==> src/rtl/conv_accumulator.sv <==
// rtl/conv_accumulator.sv - K-lane signed adder tree with registered valid/result (ACC_INPUT_REG_EN adds an input stage)
module conv_accumulator #(
  parameter int IFM_BIT = 8,
  parameter int W_BIT   = 8,
  parameter int K       = 3,
  parameter int IN_CH   = 512,
  localparam int BIT_PE          = IFM_BIT + W_BIT + $clog2(K * IN_CH),
  localparam int BIT_ACCUMULATOR = IFM_BIT + W_BIT + $clog2(K * K * IN_CH)
) (
  input  logic                              clk,
  input  logic                              rst_n,
  input  logic                              in_valid,
  input  logic [K*BIT_PE-1:0]               PE,
  output logic                              out_valid,
  output logic [BIT_ACCUMULATOR-1:0]        Accumulator
);

  localparam int LEVELS = $clog2(K);
  localparam int NLEAF  = 1 << LEVELS;

  logic [K*BIT_PE-1:0]                 pe_src;
  logic                                stage_valid;
  logic signed [BIT_ACCUMULATOR-1:0]   tree_sum;
  logic                                out_valid_q, out_valid_d;
  logic [BIT_ACCUMULATOR-1:0]          acc_q, acc_d;

`ifdef ACC_INPUT_REG_EN
  logic [K*BIT_PE-1:0] pe_q, pe_d;
  logic                pe_valid_q, pe_valid_d;

  // PE is only captured on valid cycles so idle-cycle garbage never enters the tree.
  always_comb begin
    pe_d       = in_valid ? PE : pe_q;
    pe_valid_d = in_valid;
  end

  always_ff @(posedge clk) begin
    if (rst_n) begin
      pe_q       <= '0;
      pe_valid_q <= 1'b0;
    end else begin
      pe_q       <= pe_d;
      pe_valid_q <= pe_valid_d;
    end
  end

  assign pe_src      = pe_q;
  assign stage_valid = pe_valid_q;
`else
  assign pe_src      = PE;
  assign stage_valid = in_valid;
`endif

  // Binary tree padded to a power of two; missing leaves are zero.
  for (genvar l = 0; l <= LEVELS; l++) begin : lvl
    localparam int N = NLEAF >> l;
    logic signed [BIT_ACCUMULATOR-1:0] sum [N];
    if (l == 0) begin : leaf
      for (genvar i = 0; i < NLEAF; i++) begin : ln
        if (i < K) begin : used
          assign sum[i] = BIT_ACCUMULATOR'($signed(pe_src[i*BIT_PE +: BIT_PE]));
        end else begin : pad
          assign sum[i] = '0;
        end
      end
    end else begin : add
      for (genvar i = 0; i < N; i++) begin : an
        assign sum[i] = lvl[l-1].sum[2*i] + lvl[l-1].sum[2*i+1];
      end
    end
  end

  assign tree_sum = lvl[LEVELS].sum[0];

  always_comb begin
    out_valid_d = stage_valid;
    acc_d       = stage_valid ? tree_sum : '0;
  end

  always_ff @(posedge clk) begin
    if (rst_n) begin
      out_valid_q <= 1'b0;
      acc_q       <= '0;
    end else begin
      out_valid_q <= out_valid_d;
      acc_q       <= acc_d;
    end
  end

  assign out_valid   = out_valid_q;
  assign Accumulator = acc_q;

endmodule

==> config.mk <==
export PLATFORM = sky130hd
export DESIGN_NAME = conv_accumulator
export DESIGN_NICKNAME = d
export VERILOG_FILES = /design/src/rtl/conv_accumulator.sv
export SDC_FILE = /design/constraint.sdc
export NUM_CORES = 1
export LEC_CHECK = 0
export ABC_AREA = 0
export CAP_MARGIN = 20
export CORE_ASPECT_RATIO = 0.9
export CORE_MARGIN = 10
export CORE_UTILIZATION = 40
export CTS_CLUSTER_SIZE = 40
export DETAILED_ROUTE_END_ITERATION = 8
export GPL_TIMING_DRIVEN = 0
export PLACE_DENSITY = 0.78
export SLEW_MARGIN = 10
export SYNTH_ARGS = -nofsm -noshare
export SYNTH_HDL_FRONTEND = slang
export SYNTH_SLANG_ARGS = --single-unit
==> constraint.sdc <==
create_clock -name clk -period 2.8 [get_ports clk]
set_input_delay 0.42 -clock clk [delete_from_list [all_inputs] [get_ports clk]]
set_output_delay 0.42 -clock clk [all_outputs]
set_load 0.02 [all_outputs]
==> out/qor.yml <==
outcome:
  status: "finished, violations left"
  violations: "setup timing"
setup_path:
  cp_max_fo: 8
  crit_arrival_ns: 2.96
  path_class: "input port to flop"
  crit_chain: "clkdlybuf4s50_1, fa_1, ha_4, a211oi_2, o21ai_1, o2111ai_2, nand3_2, a221oi_2, xor2_1, nor2_1"
  cpMaxStageDelayCell: "fa_1"
  critPathLaunchType: "input port"
  required_ns: 2.95
  max_stage_delay_ns: 0.60
  crit_start: "PE[64]"
  cp-end-kind: "flop"
routing:
  drt-initial-drc-count: 122
  wl_per_cell_um: 16.7
  drtPass1Iterations: 4
  vias: 2835
  postRouteWirelength_mm: 8.86
  viasPerCell: 5.34
  drc_errors: 0
  antenna_left: 0
logic_synthesis:
  ys_warn_count: 0
  yosysTopAreaCell: "dfxtp_1"
  syn_avg_cell_area_um2: 9.16
  syn_inst: 306
  synth_top_area_frac: 0.214
  ys_seq_area_frac: 0.214
  synth_cell_types: 41
  ys_ff_latch: 30
  syn_nets: 445
  netlist_area_um2: 2800
  synth_area_leaders: "dfxtp_1 (21%), fa_1 (20%), ha_1 (12%), nor2_1 (4.7%), a21oi_1 (4.1%)"
power_and_ir_drop:
  switchingPower_mw: 1.00
  seqPwrFrac: 0.196
  fin_total_pwr_mw: 2.58
  power.density_nw_per_um2: 545
  clock_power_share: 0.154
  switching_share: 0.390
  p_leak_nw: 1.89
  comb_power_share: 0.650
  vdd_drop_max_mv: 0.242
  p_int_mw: 1.57
clocking:
  htree_levels: 2
  clock-sinks: 30
  cts_tree: "built"
  numCtsBuffers: 5
  clockBufferDepth: 2
  post_cts_hold_buffer_count: 0
  cts.clk_slew.worst_paths_ns: 0.06
  clock-root-buffer: "clkbuf_8"
floorplanning:
  die_area_um2: 10800
  fp.dieH_um: 99.4
  core_area_um2: 6690
  start_util: 0.419
  die_w_um: 108
  ios: 114
  rows: 28
finish:
  area_growth_pct: 68.6
  fin_nets: 579
  drive_above_1_share: 0.229
  multi_input_area_um2: 2520
  final-seq-area_um2: 601
  fillers: 472
  diodes: 0
sta:
  setup_violations: 1
  relSlewSlack: 0.708
  worstMarginPinSlew_ns: 0.438
  post-route-period-util: 1.01
  fin_crit_ns: 2.82
  finalHoldViolCount: 0
  whs_ns: 0.619
  slew_violations: 0
  setup_ws_ns: -0.0152
  fmax_mhz: 355
min_path:
  worstHoldEndpoint: "Accumulator[0]"
  hp-class: "input port to flop"
  min-delay-start: "PE[54]"
  hold_depth: 4
placed_design:
  dp_hpwl_mm: 6.65
  port_buffers: 113
  gp_congestion: 0.848
global_routing:
  grt_pass1_wl_mm: 13.5
  grt_pass1_vias: 2892
  grt_usage: 0.149
  grt.overflow.total: 0
  grt_max_degree: 11
  antenna_found_initial: 0
flow_run:
  cap_viol_max_count: 0
per-stage QoR:
stage | worst slack [ns] | cells | cell area, um^2 | setup TNS (ns) | utilization
floorplan | 0.146 | 306 | 2800 | 0 | -
global placement | -0.595 | 509 | 4050 | -7.48 | 0.605
detailed placement | -0.609 | 509 | 4050 | -7.99 | 0.605
CTS | 0.00255 | 523 | 4460 | 0 | 0.666
global route | -0.102 | 531 | 4730 | -0.153 | 0.706
finish | -0.0152 | 531 | 4730 | -0.0152 | 0.706
worst max-delay path, delay by kind of cell:
family                   cells  cell delay, ns
buffers and inverters        1            0.43
AND/OR/NAND/NOR              2            0.23
XOR/XNOR                     1            0.25
AO/OA/AOI/OAI                4            0.80
adder cells (fa/ha/maj)      2            0.84
cell families (layout without fill, tap and decap cells):
logic type / count (synthesis) / after routing / synth area share
xor+xnor: 22 / 22 / 0.0687
simple gates: 85 / 85 / 0.145
fa+ha+maj: 55 / 55 / 0.321
mux: 2 / 2 / 0.00714
flops: 30 / 30 / 0.214
buf+inv: 26 / 161 / 0.0379
compound gates: 86 / 86 / 0.206
power groups by stage:
stage	clock (mW)	sequential, mW	combinational, mW
6_report	0.397	0.504	1.67
5_1_grt	0.431	0.509	1.80
4_1_cts	0.399	0.504	1.47
3_5_place_dp	0	0.513	1.26
3_3_place_gp	0	0.512	1.24
2_1_floorplan	0	0.595	0.741
worst max path at each step:
stage                                  to  slack (ns)
after floorplan           Accumulator[24]        0.15
final                     Accumulator[21]       -0.02
after CTS                 Accumulator[24]       0.003
after global routing      Accumulator[21]       -0.10
after global placement    Accumulator[21]       -0.60
after detailed placement  Accumulator[21]       -0.61
layout make-up:
cell class,count,area share
buffer,5,0.00424
clock buffer,8,0.0233
inverter,7,0.00556
multi-input combinational,250,0.534
sequential,30,0.127
tap,90,0.0238
timing repair buffer,141,0.282
flip-flops by register name (all words and copies together) (netlist names):
signal / cells
Accumulator: 29
out_valid: 1
cell usage after synthesis:
master / n
nor2_1: 35
dfxtp_1: 30
fa_1: 28
ha_1: 27
a21oi_1: 23
clkbuf_1: 16
nand2_1: 14
o21ai_0: 13
xnor2_1: 11
xor2_1: 11
a21o_1: 10
nand4_1: 10
o21a_1: 8
inv_1: 7
nand3_1: 7
a211oi_1: 6
a31oi_1: 5
nor3_1: 5
and2_1: 4
a211o_1: 3
and3_1: 3
a221oi_1: 2
a311oi_1: 2
a41o_1: 2
and4_1: 2
mux2i_1: 2
nand2b_1: 2
o2111ai_1: 2
o211ai_1: 2
o21bai_1: 2
o31ai_1: 2
a22oi_1: 1
a41oi_1: 1
and3_4: 1
buf_1: 1
buf_2: 1
buf_6: 1
nor4b_1: 1
o21ai_1: 1
o31ai_4: 1
or2_2: 1
timing repair:
item                                    4_1_cts  5_1_grt
gates cloned                                  0        0
setup buffers                                19        9
resized for setup                            71       56
pin swaps                                    39       55
endpoints found under the hold margin         0        0
endpoints found under the setup margin       14       13
cell usage in the layout, fill, tap and decap left out, drive strengths merged, types with 8 or more instances in the layout:
master	instances
dlymetal6s2s	8
xor2	11
nand2	14
buf	30
dfxtp	30
nand4	10
fa	28
dlygate4sd2	14
o21ai	14
xnor2	11
clkbuf	14
o21a	8
a21o	10
clkdlybuf4s50	83
ha	27
nor2	35
a21oi	23
metal layers:
layer / GRT usage / routed length [um] / vias up
met2: 0.253 / 4400 / 116
met4: 0.0390 / 168 / 0
met3: 0.0355 / 745 / 16
met5: 0 / 0 / -
met1: 0.182 / 3550 / 1332
li1: - / - / 1371
No activity file was read; power rests on OpenSTA's default activity.
